<file path="src/rtl/gate_sweep_ctrl.sv">
// Self-test sweep controller for the gate selector: passes user controls through when idle,
// otherwise walks every gate code and input combination, capturing and grading a truth table.
module gate_sweep_ctrl #(
  parameter int SETTLE_CYCLES = 2,
  parameter int NUM_GATES     = 6
) (
  input  logic        clk,
  input  logic        resetn,
  input  logic        start,
  input  logic        abort,
  input  logic [1:0]  user_in,
  input  logic [3:0]  user_sel,
  input  logic        gate_out,
  output logic [1:0]  sel_in,
  output logic [3:0]  sel_selection,
  output logic        busy,
  output logic        done,
  output logic [23:0] table_out,
  output logic [4:0]  err_count,
  output logic        pass
);

  typedef enum logic [1:0] {
    IDLE,
    SETTLE,
    SAMPLE,
    FINISH
  } state_t;

  // Expected nibbles XNOR..AND, gate g at bits [4g+3:4g]
  localparam logic [23:0] GOLDEN      = 24'h9617E8;
  localparam logic [7:0]  SETTLE_LOAD = 8'(SETTLE_CYCLES - 1);
  localparam logic [3:0]  LAST_GATE   = 4'(NUM_GATES - 1);

  state_t      r_state;
  logic [3:0]  r_gate;
  logic [1:0]  r_combo;
  logic [7:0]  r_settle;
  logic        r_busy;
  logic        r_done;
  logic [23:0] r_table;
  logic [4:0]  r_err;
  logic        r_pass;

  logic [4:0]  w_bitIdx;
  logic        w_lastPoint;
  logic        w_mismatch;

  // gate < 6 always holds while sweeping, so {gate[2:0], combo} is 4*gate+combo
  assign w_bitIdx    = {r_gate[2:0], r_combo};
  assign w_lastPoint = (r_combo == 2'd3) && (r_gate == LAST_GATE);
  assign w_mismatch  = (gate_out != GOLDEN[w_bitIdx]);

  assign sel_in        = (r_state == IDLE) ? user_in  : r_combo;
  assign sel_selection = (r_state == IDLE) ? user_sel : r_gate;

  assign busy      = r_busy;
  assign done      = r_done;
  assign table_out = r_table;
  assign err_count = r_err;
  assign pass      = r_pass;

  always_ff @(posedge clk or negedge resetn) begin
    if (!resetn) begin
      r_state  <= IDLE;
      r_gate   <= 4'd0;
      r_combo  <= 2'd0;
      r_settle <= 8'd0;
      r_busy   <= 1'b0;
      r_done   <= 1'b0;
      r_table  <= 24'd0;
      r_err    <= 5'd0;
      r_pass   <= 1'b0;
    end else begin
      r_done <= 1'b0;
      case (r_state)
        IDLE: begin
          if (start) begin
            r_table  <= 24'd0;
            r_err    <= 5'd0;
            r_pass   <= 1'b0;
            r_gate   <= 4'd0;
            r_combo  <= 2'd0;
            r_settle <= SETTLE_LOAD;
            r_busy   <= 1'b1;
            r_state  <= SETTLE;
          end
        end
        SETTLE: begin
          if (abort) begin
            r_busy  <= 1'b0;
            r_state <= IDLE;
          end else if (r_settle == 8'd0) begin
            r_state <= SAMPLE;
          end else begin
            r_settle <= r_settle - 8'd1;
          end
        end
        SAMPLE: begin
          // The sample is recorded even when abort arrives on the same edge
          r_table[w_bitIdx] <= gate_out;
          if (w_mismatch) begin
            r_err <= r_err + 5'd1;
          end
          if (abort) begin
            r_busy  <= 1'b0;
            r_state <= IDLE;
          end else if (w_lastPoint) begin
            r_done  <= 1'b1;
            r_state <= FINISH;
          end else begin
            r_combo <= r_combo + 2'd1;
            if (r_combo == 2'd3) begin
              r_gate <= r_gate + 4'd1;
            end
            r_settle <= SETTLE_LOAD;
            r_state  <= SETTLE;
          end
        end
        FINISH: begin
          r_pass  <= (r_err == 5'd0);
          r_busy  <= 1'b0;
          r_state <= IDLE;
        end
        default: begin
          r_busy  <= 1'b0;
          r_state <= IDLE;
        end
      endcase
    end
  end

endmodule

</file>
<file path="config.mk">
export PLATFORM = sky130hd
export DESIGN_NAME = gate_sweep_ctrl
export DESIGN_NICKNAME = d
export VERILOG_FILES = /design/src/rtl/gate_sweep_ctrl.sv
export SDC_FILE = /design/constraint.sdc
export NUM_CORES = 1
export LEC_CHECK = 0
export CAP_MARGIN = 20
export CORE_MARGIN = 5
export CORE_UTILIZATION = 54
export CTS_BUF_LIST = sky130_fd_sc_hd__clkbuf_8
export CTS_CLUSTER_DIAMETER = 120
export DETAILED_ROUTE_END_ITERATION = 7
export PLACE_DENSITY = 0.82
export REMOVE_ABC_BUFFERS = 1
export SETUP_SLACK_MARGIN = 0.15
export SKIP_CTS_REPAIR_TIMING = 1
export SKIP_LAST_GASP = 1
export SLEW_MARGIN = 40
export SYNTH_ARGS = -nofsm -noshare
export SYNTH_HDL_FRONTEND = slang
export SYNTH_SLANG_ARGS = --single-unit
</file>
<file path="constraint.sdc">
create_clock -name clk -period 2.67 [get_ports clk]
set_clock_uncertainty 0.1 [all_clocks]
set_input_delay 0.267 -clock clk [delete_from_list [all_inputs] [get_ports clk]]
set_output_delay 0.267 -clock clk [all_outputs]
set_load 0.02 [all_outputs]
</file>
# Word level (Yosys, flattened, before mapping)
# Memory sizes are Yosys's and may differ from the RTL's.
# Index checks and enable logic that the tools add are counted.
[op_classes] reduce_logical=17 n_eq_ne=15 addsub=4 n_mux=40 n_lt_le_gt_ge=2
[op_table] op="$pmux W24 S2" count=1
[op_table] op="$mux W8" count=5
[op_table] op="$bwmux W24" count=1
[op_table] op="$mux W24" count=1
[op_table] op="$pmux W8 S3" count=1
[op_table] op="$mux W4" count=5
[op_table] op="$mux W2" count=9
[op_table] op="$ne A2 B2 Y1 const B" count=7
[op_table] op="$mux W5" count=2
[op_table] op="$pmux W5 S2" count=1
[op_table] op="$logic_not A8 Y1" count=1
[op_table] op="$mux W1" count=8
[op_table] op="$pmux W2 S4" count=1
[op_table] op="$pmux W4 S2" count=1
[op_table] op="$reduce_and A2 Y1" count=4
[op_table] op="$sub A8 B1 Y8 const B" count=1
[op_table] op="$eq A2 B2 Y1 const B" count=3
[op_table] op="$lt A5 B6 Y1 const B" count=1
[op_table] op="$reduce_and A6 Y1" count=1
[op_table] op="$add A5 B1 Y5 const B" count=1
[op_table] op="$demux W1 S5" count=1
[op_table] op="$ge A5 B1 Y1 const B" count=1
[op_table] op="$logic_not A5 Y1" count=1
[op_table] op="$reduce_and A5 Y1" count=1
[op_table] op="17 further kinds" count=19
[word_totals] mem_count=1 regBits=48 rom_bits=32 word_cells=88 out_inout_bits=38 input_bits=11
[mem_list] name="(name not given)" words=32 word_bits=1 rd=1 rd_ports_with_merged_regs=0 write_ports=0 line="52" text="assign w_mismatch = (gate_out != GOLDEN[w_bitIdx]);"

# Longest topological paths before layout
[logic_depth] depth_word=6 ltp_mapped=9 ltp_nobuf=8

# Worst setup path before layout
# Ideal clock, no wire load.
[synth_path] kind="register -> register" start="reg r_gate[1]" end="reg r_gate[3]" stages_incl_launch_ff=10 setup_ps=78 path_buffers=1 t_required_ps=2492 arrival_ps=2088 path_slack_ps=405 period_less_slack_ps=2265 path_cell_list="dfrtp_1 -> buf_2 -> clkinv_1 -> ha_1 -> and4b_1 -> o21ai_1 -> and2b_1 -> nand2_1 -> or3_1 -> a21oi_1"
[synth_between] elab_chain_cells=5 elab_cells_between_ends=9 classes_between="1 x add/sub; 2 x eq/ne; 4 x mux; 2 x reduce/logical"
[synth_rtl] element="start, declared" line="36" text="logic [3:0] r_gate;"
[synth_rtl] element="start signal, assigned" line="114" text="r_gate <= r_gate + 4'd1;"
[synth_rtl] element="$add A4 B1 Y4" line="114"
[synth_rtl] element="$mux W4" line="113" text="if (r_combo == 2'd3) begin"
[synth_rtl] element="$mux W4" line="108" text="end else if (w_lastPoint) begin"
[synth_rtl] element="$mux W4" line="105" text="if (abort) begin"
[synth_rtl] element="$pmux W4 S2" line="76" text="case (r_state)"
# Parallel ways exist; a longest one is shown, timed or not. The select of a mux whose other input is x is not followed.
# A chain may end at the register's enable or synchronous reset.

# Final worst setup path
[layout_path] start="reg r_gate[2]" end="out sel_selection[2]"
[layout_between] elab_chain_cells=1
[layout_rtl] element="$mux W4" line="55" text="assign sel_selection = (r_state == IDLE) ? user_sel : r_gate;"
[layout_rtl] element="end, declared" line="15" text="output logic [3:0] sel_selection,"
# No other way between the ends.

==> PnR_summary.wiki <==
{| class="wikitable"
! Metric !! Value
|-
| NumNets Final || 377
|-
| Count of TritonRoute iterations in the first routing pass || 4
|-
| Number of synthesized register bits || 48
|-
| Power per cell area || 669 nW/um^2
|-
| Global-route usage over all layers || 21.8%
|-
| Setup violators final || 0
|-
| Clk network pwr share || 21.5%
|-
| Period minus WS final || 2490 ps
|-
| Class of the worst hold path || in -> async
|-
| Number of enable-type register cells in the synthesized netlist || 0
|-
| CTS tree || yes
|-
| Chip height || 80.9 um
|-
| CP max-delay cell || sky130_fd_sc_hd__clkdlybuf4s50_1
|-
| Post-Place Cells || 406
|-
| Top delay family on crit path || buffers and inverters
|-
| Effective utilization at floorplan || 56.4%
|-
| Maximum number of pins on one net before global-route repair || 28
|-
| Length in cells of the worst reg-to-reg path || 7
|-
| Layout Area Growth over Synthesis || 27.0%
|-
| Max-capacitance violation count || 0
|-
| Max-slew headroom at the worst pin || 67.7%
|-
| Hold Slack || 351 ps
|-
| Critical path type || reg -> out
|-
| R2R Setup Slk || 270 ps
|-
| Clock latency on the worst-skew pair || 300 ps
|-
| Area inside the core boundary || 4820 sq um
|-
| Share of total power in combinational logic || 40.0%
|-
| Pint || 1.48 mW
|-
| Relative contribution of sequential cells to total power || 38.5%
|-
| Detailed router's first-iteration violation count || 123
|-
| Global-route wire length before repair || 11000 um
|-
| Number of warning messages in the yosys log || 0
|-
| Overall Power || 2.31 mW
|-
| NetSw || 827 uW
|-
| Number of nets with antenna violations after routing || 0
|-
| Run status || finished, final reports clean
|-
| X dimension of the die || 80.9 um
|-
| Site Rows || 25
|-
| Fillcell total || 398
|-
| Synth Cell Area || 2720 sq um
|-
| Fmax achieved || 401 MHz
|-
| Number of max-slew violations in the final report || 0
|-
| Critical Path End Type || primary output
|-
| Data arrival time at the worst-slack endpoint || 2130 ps
|-
| Number of cells on the critical path || 3
|-
| Post-synth ARST share || 100%
|-
| Worst r2r dst || err_count[4]
|-
| Hpwl dp || 4770 um
|-
| RD Place Congestion || 0.838
|-
| Most used cells in the layout excluding fill and tap cells || sky130_fd_sc_hd__o21ai_0 (61), sky130_fd_sc_hd__dfrtp_1 (47), sky130_fd_sc_hd__clkdlybuf4s50_1 (47), sky130_fd_sc_hd__a21boi_0 (24), sky130_fd_sc_hd__nand2_1 (22)
|-
| Antenna violations before repair || 0
|-
| Largest stage delay on the critical path || 650 ps
|-
| Avg Synthesized Cell Area || 9.21 sq um
|-
| End of the critical path || sel_selection[2]
|-
| Count of distinct cell types in the synthesized netlist || 45
|-
| Most common cell after layout, fill and taps aside || sky130_fd_sc_hd__o21ai_0
|-
| Instance count of the mapped netlist || 295
|-
| Post-detailed-route wirelength per cell || 16.1 um
|-
| Dpl cell area || 3290 sq um
|-
| Least-Margin Pin Slew || 485 ps
|-
| Clock tree root driver cell || sky130_fd_sc_hd__clkbuf_8
|-
| Worst vdd ir || 0.432 mV
|-
| Count of unresolved DRC violations after routing || 0
|-
| Switching share of power || 35.9%
|-
| Final cycle utilization of the critical path || 93.4%
|-
| RSZ-0062 raised after global routing || yes
|-
| Number of failing hold endpoints at the final stage || 0
|-
| Drt via density || 5.70
|-
| P_leak || 1.45 nW
|-
| Num Clock Sinks || 48
|-
| Critical path buffer and inverter count || 2
|-
| Full die area || 6550 sq um
|-
| CTS max path bufs || 2
|-
| Worst flop-to-flop path startpoint || r_combo[1]
|-
| CP startpoint || r_gate[2]
|-
| Most common flop cell mapped by yosys || sky130_fd_sc_hd__dfrtp_1
|-
| Worst Path Max Fanout || 14
|-
| Required @ worst endpoint || 2300 ps
|-
| Cell-by-cell trace of the critical path || inv_1 -> o21ai_0 -> clkdlybuf4s50_1
|-
| Fraction of layout cells with a size suffix above 1 || 8.88%
|-
| Clock-pin slew reported for the worst setup and hold paths after clock tree synthesis || 80 ps
|-
| Finished Cell Area || 3450 sq um
|-
| Deepest level of the CTS H-tree || 2
|-
| Grt ovf || 0
|-
| Top-level port count || 49
|-
| Setup TNS || 0 ps
|-
| Utilization after layout || 71.6%
|-
| Vias in the first global route || 2340
|-
| Antenna diode count || 0
|-
| Via count || 2371
|-
| Final cell count without fillers || 416
|-
| TritonCTS Buffers || 5
|-
| Buffers on Ports || 48
|-
| Worst slack, placed || 240 ps
|-
| Sequential share of the synthesized area || 44.2%
|-
| Final Routed Wirelength || 6690 um
|-
| Worst Setup Slack, final || 175 ps
|-
| CP startpoint kind || flop
|}
[registers in the layout (all words and copies together), names as in the netlist]
name,count
busy,1
done,1
err_count,5
pass,1
r_combo,2
r_gate,4
r_settle,8
r_state,2
table_out,24
[area by class of cell]
cell class | count | area, sq um | area share [%]
multi-input combinational | 217 | 1420 | 41.1
timing repair buffer | 63 | 591 | 17.1
clock inverter | 1 | 30.0 | 0.871
tap | 67 | 83.8 | 2.43
inverter | 15 | 56.3 | 1.63
clock buffer | 5 | 68.8 | 1.99
sequential | 48 | 1200 | 34.9
[cell usage after synthesis (3+ instances only)]
| cell | count | area, sq um |
|---|---|---|
| sky130_fd_sc_hd__xnor2_1 | 7 | 61.3 |
| sky130_fd_sc_hd__nand2_1 | 22 | 82.6 |
| sky130_fd_sc_hd__dfrtp_1 | 48 | 1200 |
| sky130_fd_sc_hd__a21boi_0 | 24 | 180 |
| sky130_fd_sc_hd__nor2_1 | 15 | 56.3 |
| sky130_fd_sc_hd__nor2b_1 | 4 | 25.0 |
| sky130_fd_sc_hd__ha_1 | 16 | 200 |
| sky130_fd_sc_hd__nand3_1 | 10 | 50.1 |
| sky130_fd_sc_hd__and3_1 | 4 | 25.0 |
| sky130_fd_sc_hd__clkbuf_1 | 10 | 37.5 |
| sky130_fd_sc_hd__or3_1 | 6 | 37.5 |
| sky130_fd_sc_hd__nor3_1 | 6 | 30.0 |
| sky130_fd_sc_hd__a21oi_1 | 8 | 40.0 |
| sky130_fd_sc_hd__o21ai_0 | 61 | 305 |
| sky130_fd_sc_hd__nor4_1 | 3 | 18.8 |
| sky130_fd_sc_hd__inv_1 | 14 | 52.6 |
[worst min-delay path by stage]
stage                        end  depth (start not counted)
CTS                 table_out[8]                          1
global placement    table_out[6]                          1
detailed placement  table_out[8]                          1
global route        table_out[6]                          2
finish              table_out[6]                          2
floorplan                   busy                          0
[logic make-up (layout without fill, tap and decap cells)]
logic type / count (synthesis) / in the layout / synth area share (%)
AOI/OAI and AO/OA: 108 / 108 / 24.5
and+or+nand+nor: 81 / 81 / 15.2
DFF: 48 / 48 / 44.2
buffers and inverters: 30 / 84 / 4.65
adders and majority gates: 16 / 16 / 7.37
xor gates and xnor gates: 8 / 8 / 2.58
muxes: 4 / 4 / 1.57
[metal layers]
layer  vias up  global-route usage, %  part of all wire (%)
met3         6                   4.55                   5.4
met5         -                      0                     0
li1       1158                      -                     -
met1      1148                   28.0                    45
met4         0                   5.74                  0.97
met2        59                   37.2                    48
[power groups by stage]
| stage | registers (mW) | clock network, mW | logic (mW) |
|---|---|---|---|
| 6_report | 0.889 | 0.495 | 0.922 |
| 5_1_grt | 0.899 | 0.543 | 1.03 |
| 4_1_cts | 0.886 | 0.511 | 0.884 |
| 3_5_place_dp | 0.901 | 0 | 0.873 |
| 3_3_place_gp | 0.895 | 0 | 0.859 |
| 2_1_floorplan | 0.911 | 0 | 0.551 |
(Power assumes the default switching activity.)
